File: config.mk
export PLATFORM = sky130hd
export DESIGN_NAME = regfile_wb
export DESIGN_NICKNAME = d
export VERILOG_FILES = /design/src/rtl/regfile_wb.sv
export SDC_FILE = /design/constraint.sdc
export NUM_CORES = 2
export LEC_CHECK = 0
export CORE_UTILIZATION = 35
export CTS_CLUSTER_DIAMETER = 40
export DETAILED_ROUTE_END_ITERATION = 16
export PLACE_DENSITY_LB_ADDON = 0.12
export SLEW_MARGIN = 20
export SYNTH_ARGS = -nofsm -noshare
export SYNTH_HDL_FRONTEND = slang
export SYNTH_SLANG_ARGS = --single-unit
File: constraint.sdc
create_clock -name clk -period 87.1 [get_ports clk]
set_clock_uncertainty 0.05 [all_clocks]
set_input_delay 8.71 -clock clk [delete_from_list [all_inputs] [get_ports clk]]
set_output_delay 8.71 -clock clk [all_outputs]
set_load 0.005 [all_outputs]
File: src/rtl/regfile_wb.sv
// Writeback-side integer register file with registered rs1/rs2 operand reads.
// A per-register in-flight writer count stalls reads of registers that an older instruction has yet to write.
module regfile_wb #(
    parameter int XLEN   = 32,
    parameter int PEND_W = 2
) (
    input  logic            clk,
    input  logic            rst,
    input  logic            rd_req,
    input  logic [4:0]      rs1_addr,
    input  logic [4:0]      rs2_addr,
    input  logic            issue_valid,
    input  logic [4:0]      issue_rd,
    input  logic            wb_valid,
    input  logic [4:0]      wb_rd,
    input  logic [XLEN-1:0] wb_data,
    output logic [XLEN-1:0] rs1_data,
    output logic [XLEN-1:0] rs2_data,
    output logic            rd_valid,
    output logic            stall,
    output logic            pend_err
);

    localparam logic [PEND_W-1:0] PEND_MAX = '1;

    logic [XLEN-1:0]   rf       [32];
    logic [PEND_W-1:0] pend     [32];
    logic [PEND_W-1:0] pend_nxt [32];
    logic [PEND_W:0]   step;
    logic              pend_fault;
    logic              haz1;
    logic              haz2;
    logic              grant;
    logic [XLEN-1:0]   rs1_p1;
    logic [XLEN-1:0]   rs2_p1;
    logic              vld_p1;
    logic              err_p1;

    // The last outstanding writer committing this cycle is forwarded rather than stalled on.
    function automatic logic src_hazard(
        input logic [4:0]        addr,
        input logic [PEND_W-1:0] cnt,
        input logic              wbv,
        input logic [4:0]        wbrd
    );
        logic last_writer;
        last_writer = wbv && (wbrd == addr) && (cnt == PEND_W'(1));
        return (addr != 5'd0) && (cnt != '0) && !last_writer;
    endfunction

    function automatic logic [XLEN-1:0] operand(
        input logic [4:0]      addr,
        input logic [XLEN-1:0] stored,
        input logic            wbv,
        input logic [4:0]      wbrd,
        input logic [XLEN-1:0] wbd
    );
        if (addr == 5'd0) return '0;
        if (wbv && (wbrd == addr)) return wbd;
        return stored;
    endfunction

    // Returns {fault, next_count}; a saturated step holds the count and flags a fault.
    function automatic logic [PEND_W:0] pend_step(
        input logic [PEND_W-1:0] cnt,
        input logic              inc,
        input logic              dec
    );
        case ({inc, dec})
            2'b10:   return (cnt == PEND_MAX) ? {1'b1, cnt} : {1'b0, PEND_W'(cnt + 1'b1)};
            2'b01:   return (cnt == '0) ? {1'b1, cnt} : {1'b0, PEND_W'(cnt - 1'b1)};
            default: return {1'b0, cnt};
        endcase
    endfunction

    always_comb begin
        pend_fault = 1'b0;
        step       = '0;
        pend_nxt   = pend;
        for (int r = 1; r < 32; r++) begin
            step        = pend_step(pend[r],
                                    issue_valid && (issue_rd == 5'(r)),
                                    wb_valid && (wb_rd == 5'(r)));
            pend_nxt[r] = step[PEND_W-1:0];
            pend_fault  = pend_fault | step[PEND_W];
        end
    end

    always_comb begin
        haz1  = src_hazard(rs1_addr, pend[rs1_addr], wb_valid, wb_rd);
        haz2  = src_hazard(rs2_addr, pend[rs2_addr], wb_valid, wb_rd);
        stall = rd_req && (haz1 || haz2);
        grant = rd_req && !stall;
    end

    // Entry 0 is cleared by reset and never written, so it always reads as zero.
    always_ff @(posedge clk or posedge rst) begin
        if (rst) begin
            for (int i = 0; i < 32; i++) rf[i] <= '0;
        end else if (wb_valid && (wb_rd != 5'd0)) begin
            rf[wb_rd] <= wb_data;
        end
    end

    always_ff @(posedge clk or posedge rst) begin
        if (rst) begin
            for (int i = 0; i < 32; i++) pend[i] <= '0;
            err_p1 <= 1'b0;
        end else begin
            for (int i = 0; i < 32; i++) pend[i] <= pend_nxt[i];
            if (pend_fault) err_p1 <= 1'b1;
        end
    end

    // Operand stage: one-cycle read latency, outputs hold when no grant.
    always_ff @(posedge clk or posedge rst) begin
        if (rst) begin
            rs1_p1 <= '0;
            rs2_p1 <= '0;
            vld_p1 <= 1'b0;
        end else begin
            vld_p1 <= grant;
            if (grant) begin
                rs1_p1 <= operand(rs1_addr, rf[rs1_addr], wb_valid, wb_rd, wb_data);
                rs2_p1 <= operand(rs2_addr, rf[rs2_addr], wb_valid, wb_rd, wb_data);
            end
        end
    end

    assign rs1_data = rs1_p1;
    assign rs2_data = rs2_p1;
    assign rd_valid = vld_p1;
    assign pend_err = err_p1;

endmodule

# Word level (Yosys, flattened, before mapping)
# Cells that the tools add are included.
[word_totals]
out_inout_bits = 67
inputBits = 57
ff_bits = 1152
[op_classes]
bitwise = 33
muxes = 126
n_reduce_logical = 178
magnitude_cmp = 4
n_addsub = 62
n_eq_ne = 221
[op_table]
columns = ["op", "n"]
rows = [
  ["$bwmux 1024", 1],
  ["$mux 32", 13],
  ["$bmux 32 s5", 2],
  ["$mux 3", 62],
  ["$pmux 3 s2", 31],
  ["$demux 32 s5", 1],
  ["$eq 5x5->1 const B", 32],
  ["$eq 2x2->1 const B", 62],
  ["$ne 2x2->1 const B", 62],
  ["$reduce_and 3->1", 31],
  ["$eq 5x4->1 const B", 16],
  ["$logic_and 1x1->1", 74],
  ["$eq 2x1->1 const B", 33],
  ["$reduce_bool 2->1", 33],
  ["$add 2x1->2 const B", 31],
  ["$logic_not 2->1", 31],
  ["$sub 2x1->2 const B", 31],
  ["$eq 5x3->1 const B", 8],
  ["$or 1x1->1", 30],
  ["$bmux 2 s5", 2],
  ["$eq 5x2->1 const B", 4],
  ["$ge 6x6->1 const B", 3],
  ["$not 5->6", 3],
  ["$reduce_bool 5->1", 3],
  ["8 further kinds", 25],
]

# Logic depth before layout (Yosys ltp)
[logic_depth]
depth_word = 34
ltp_mapped = 14
ltp_nobuf = 10

# Worst setup path before layout
# OpenSTA, ideal clock, no wires.
[synth_path]
path_type = "input -> output"
startpoint = "input port rs1_addr[2]"
endpoint = "output port stall"
n_path_buf = 1
arrival_time_ps = 10124
t_required_ps = 78340
cell_stages = 8
setup_slack_ps = 68216
cell_sequence = "buf_6 -> mux4_2 -> mux2_2 -> a22oi_1 -> nand3_1 -> nand4b_1 -> nor2_1 -> a21boi_0"
[synth_between]
elab_chain_cells = 10
word_cells_on_any_way = 15
[synth_lines]
columns = ["item", "line", "rtl"]
rows = [
  ["from (decl)", "10", "input logic [4:0] rs1_addr,"],
  ["$not 5->6 (not written as such)", "90", "haz1 = src_hazard(rs1_addr, pend[rs1_addr], wb_valid, wb_rd);"],
  ["$bmux 2 s5", "90", ""],
  ["$mux 2 (not written as such) (2 in series)", "90", ""],
  ["$eq 2x1->1", "47", "last_writer = wbv && (wbrd == addr) && (cnt == PEND_W'(1));"],
  ["$logic_and 1x1->1", "47", ""],
  ["$logic_not 1->1", "48", "return (addr != 5'd0) && (cnt != '0) && !last_writer;"],
  ["$logic_and 1x1->1 (*)", "48", ""],
  ["$logic_or 1x1->1 (*)", "92", "stall = rd_req && (haz1 || haz2);"],
  ["$logic_and 1x1->1 (*)", "92", ""],
  ["to (decl)", "20", "output logic stall,"],
]
# Every way passes the cells marked *; elsewhere a longest branch is shown, timed or not. The select of a mux whose other input is x is not followed.

# Worst setup path after layout
[layout_path]
startpoint = "input port rs2_addr[1]"
endpoint = "output port stall"
[layout_between]
elab_chain_cells = 10
word_cells_on_any_way = 15
[layout_lines]
columns = ["item", "line", "rtl"]
rows = [
  ["from (decl)", "11", "input logic [4:0] rs2_addr,"],
  ["$not 5->6 (not written as such)", "91", "haz2 = src_hazard(rs2_addr, pend[rs2_addr], wb_valid, wb_rd);"],
  ["$bmux 2 s5", "91", ""],
  ["$mux 2 (not written as such) (2 in series)", "91", ""],
  ["$eq 2x1->1", "47", ""],
  ["$logic_and 1x1->1", "47", ""],
  ["$logic_not 1->1", "48", ""],
  ["$logic_and 1x1->1 (*)", "48", ""],
  ["$logic_or 1x1->1 (*)", "92", ""],
  ["$logic_and 1x1->1 (*)", "92", ""],
]
# Marks and branches as above.

==> impl_metrics.env <==
export IMPL_end_kind="output port"
export IMPL_hpwl_microns=136000
export IMPL_max_slew_margin_pct=19.7
export IMPL_r2r_end="rs1_data[21]"
export IMPL_antenna_found_initial=10
export IMPL_p_total_mw=1.94
export IMPL_synth_top_area_share_pct=44.7
export IMPL_cts_sinks=1152
export IMPL_grt_first_pass_wirelength_microns=348000
export IMPL_cts_clk_slew_worst_paths_ps=50
export IMPL_num_io_pins=124
export IMPL_post_cts_repair_setup_buffers=0
export IMPL_cp_slowest_cell="buf_4"
export IMPL_worstRegToRegCells=8
export IMPL_cts_resized=0
export IMPL_std_cell_rows=157
export IMPL_synth_largest_area_cell="dfrtp_1"
export IMPL_cts_buffer_depth=3
export IMPL_drive_gt1_share_pct=37.2
export IMPL_multi_input_area_sq_um=33300
export IMPL_syn_area_sq_um=64600
export IMPL_rsz0062_at_grt="no"
export IMPL_clock_latency_ps=840
export IMPL_critPathLaunch="rs2_addr[1]"
export IMPL_fin_crit_sh_pct=24.2
export IMPL_synthMuxAreaShare_pct=35.8
export IMPL_tns_ps=0
export IMPL_holdCritPathClass="flip-flop to flip-flop"
export IMPL_cts_root_buffer="clkbuf_16"
export IMPL_hold_buffers=0
export IMPL_synth_compound_area_share_pct=4.11
export IMPL_worst_setup_path_type="input port to output port"
export IMPL_dr_pass1_iters=5
export IMPL_grt_overflow=0
export IMPL_drv_slew=0
export IMPL_synth_edf_count=0
export IMPL_synth_nets=5243
export IMPL_status="completed"
export IMPL_viasPerCell=5.78
export IMPL_area_growth_pct=16.6
export IMPL_layout_nets=5239
export IMPL_crit_path_max_fanout=66
export IMPL_synth_top_family_by_area="multiplexers"
export IMPL_track_usage_pct=26.1
export IMPL_worstSetupStartpointType="input port"
export IMPL_ys_seq_elements=1152
export IMPL_crit_arrival_ps=12340
export IMPL_synthXorXnorAreaFrac_pct=0.136
export IMPL_fin_crit_ps=21100
export IMPL_grt_pass1_vias=45000
export IMPL_hold_path_startpoint="rf[995]"
export IMPL_pwr_density_cell_nw_per_um2=25.8
export IMPL_synthAdderAreaFrac_pct=3.26
export IMPL_synth_ff_type="dfrtp_1"
export IMPL_numCtsBuffers=199
export IMPL_die_y_microns=431
export IMPL_cp_common_cell="buf_4"
export IMPL_synthCells=5018
export IMPL_fin_util_pct=41.1
export IMPL_layout_commonest_cell="dfrtp_1"
export IMPL_ys_seq_area_share_pct=44.7
export IMPL_crit_chain="buf_8, buf_4, xor2_1, nor4_1, nand3_2, buf_4, o21ai_0, a21boi_0, clkdlybuf4s50_1"
export IMPL_start_util_pct=35.3
export IMPL_max_freq_ghz=0.0474
export IMPL_yosysWarnings=0
export IMPL_tritoncts="yes"
export IMPL_synthArstFlopShare_pct=100
export IMPL_core_area_sq_um=183000
export IMPL_setup_viol=0
export IMPL_hold_ws_ps=341
export IMPL_synth_simple_area_share_pct=7.92
export IMPL_ant_nets=0
export IMPL_postRouteWirelength_microns=242000
export IMPL_cts_htree_levels=4
export IMPL_crit_path_end="stall"
export IMPL_max_slew_worst_pin_slew_ps=1200
export IMPL_die_width_microns=431
export IMPL_wl_per_cell_microns=31.5
export IMPL_gp_congestion=0.808
export IMPL_vdd_drop_max_mv=0.0197
export IMPL_required_ps=78340
export IMPL_ys_types=55
export IMPL_grt_max_degree=179
export IMPL_dp_cells=7276
export IMPL_p_leak_nw=33.1
export IMPL_syn_area_per_cell_sq_um=12.9
export IMPL_drc_errors=0
export IMPL_r2r_slack_ps=83080
export IMPL_dieArea_sq_um=186000
export IMPL_fillers=17000
export IMPL_finalNonFillerCells=7655
export IMPL_port_buffers=123
export IMPL_seq_area_sq_um=28800
export IMPL_synthTopCellsByArea="dfrtp_1, mux4_2, mux2_2, nand2_1, ha_1"
export IMPL_hold_viol=0
export IMPL_final_cell_mix="dfrtp_1, nand2_1, mux2_2"
export IMPL_num_vias=44200
export IMPL_cap_violations=0
export IMPL_worstReg2RegStart="pend[29]"
export IMPL_drt_initial_drc_count=4169
export IMPL_cp_slowest_stage_delay_ps=870
[layout make-up]
cell class	count	area share, %
Timing Repair Buffer	261	3.14
Multi-Input combinational cell	3273	44.3
Clock inverter	117	2.15
Tap cell	2464	4.10
Inverter	127	0.643
Clock buffer	257	7.37
Antenna cell	4	0.0133
Sequential cell	1152	38.3
[state kept, by name, indices dropped and copies added (netlist names)]
name      cells
pend         62
pend_err      1
rd_valid      1
rf         1024
rs1_data     32
rs2_data     32
[how the worst min path moves through the flow]
stage          endpoint  depth (start not counted)  slack, ps
5_1_grt        rf[1003]                          0        350
2_1_floorplan  rf[1000]                          1        390
3_3_place_gp   rf[1020]                          0        330
6_report        rf[995]                          0        340
4_1_cts        rf[1020]                          0        340
3_5_place_dp   rf[1016]                          0        330
[cells by family (layout without fill, tap and decap cells)]
group	Yosys count	after routing
mux	1453	1453
simple gates	1264	1264
other cells	0	4
xor+xnor	10	10
flops	1152	1152
fa+ha+maj	168	168
buf+inv	593	762
compound gates	378	378
[power breakdown]
| part | total, mW | leakage [nW] | switching [mW] | internal (mW) |
|---|---|---|---|---|
| sequential | 0.731 | 14.8 | 0.0873 | 0.644 |
| combinational | 0.371 | 14.8 | 0.154 | 0.217 |
| clock | 0.842 | 3.48 | 0.295 | 0.547 |
| total | 1.94 | 33.1 | 0.536 | 1.41 |
[Yosys cell counts (all sizes together), types with 2 or more instances]
cell type,number
o221ai,7
clkbuf,329
a211oi,40
or3,3
o31ai,32
nor2,130
a22oi,80
nor4,18
mux4,596
nand4,3
xor2,8
and2,4
o22ai,74
dfrtp,1152
buf,137
nand2,980
mux2,775
nand2b,12
o21ai,35
a21oi,52
nand3b,3
or2,5
xnor2,2
nor3b,15
a221oi,4
a22o,7
nor2b,39
mux2i,82
nand3,7
a32oi,19
o221a,13
a221o,9
nor3,40
inv,127
ha,168
[routing by layer]
metal / vias up / track usage [%] / wire (microns) / part of all wire, %
met3: 372 / 3.94 / 12900 / 5.4
met1: 23900 / 35.8 / 105000 / 44
met2: 1472 / 42.3 / 115000 / 48
li1: 18500 / - / - / -
met5: - / 0 / 20 / 0.0083
met4: 2 / 8.88 / 7990 / 3.3
[worst max-delay path: cells and delay by family]
kind,cells,cell delay (ps)
simple gates,2,150
xor+xnor,1,210
compound gates,2,620
buf+inv,4,2560
[through the flow]
stage / cell area (sq um) / setup WS [ps]
final: 75300 / 66000
after global routing: 75200 / 65900
after CTS: 75200 / 65940
after detailed placement: 68100 / 65950
after global placement: 68000 / 65880
after floorplan: 64600 / 45890
Note: power is estimated with default switching activity, not from simulation.
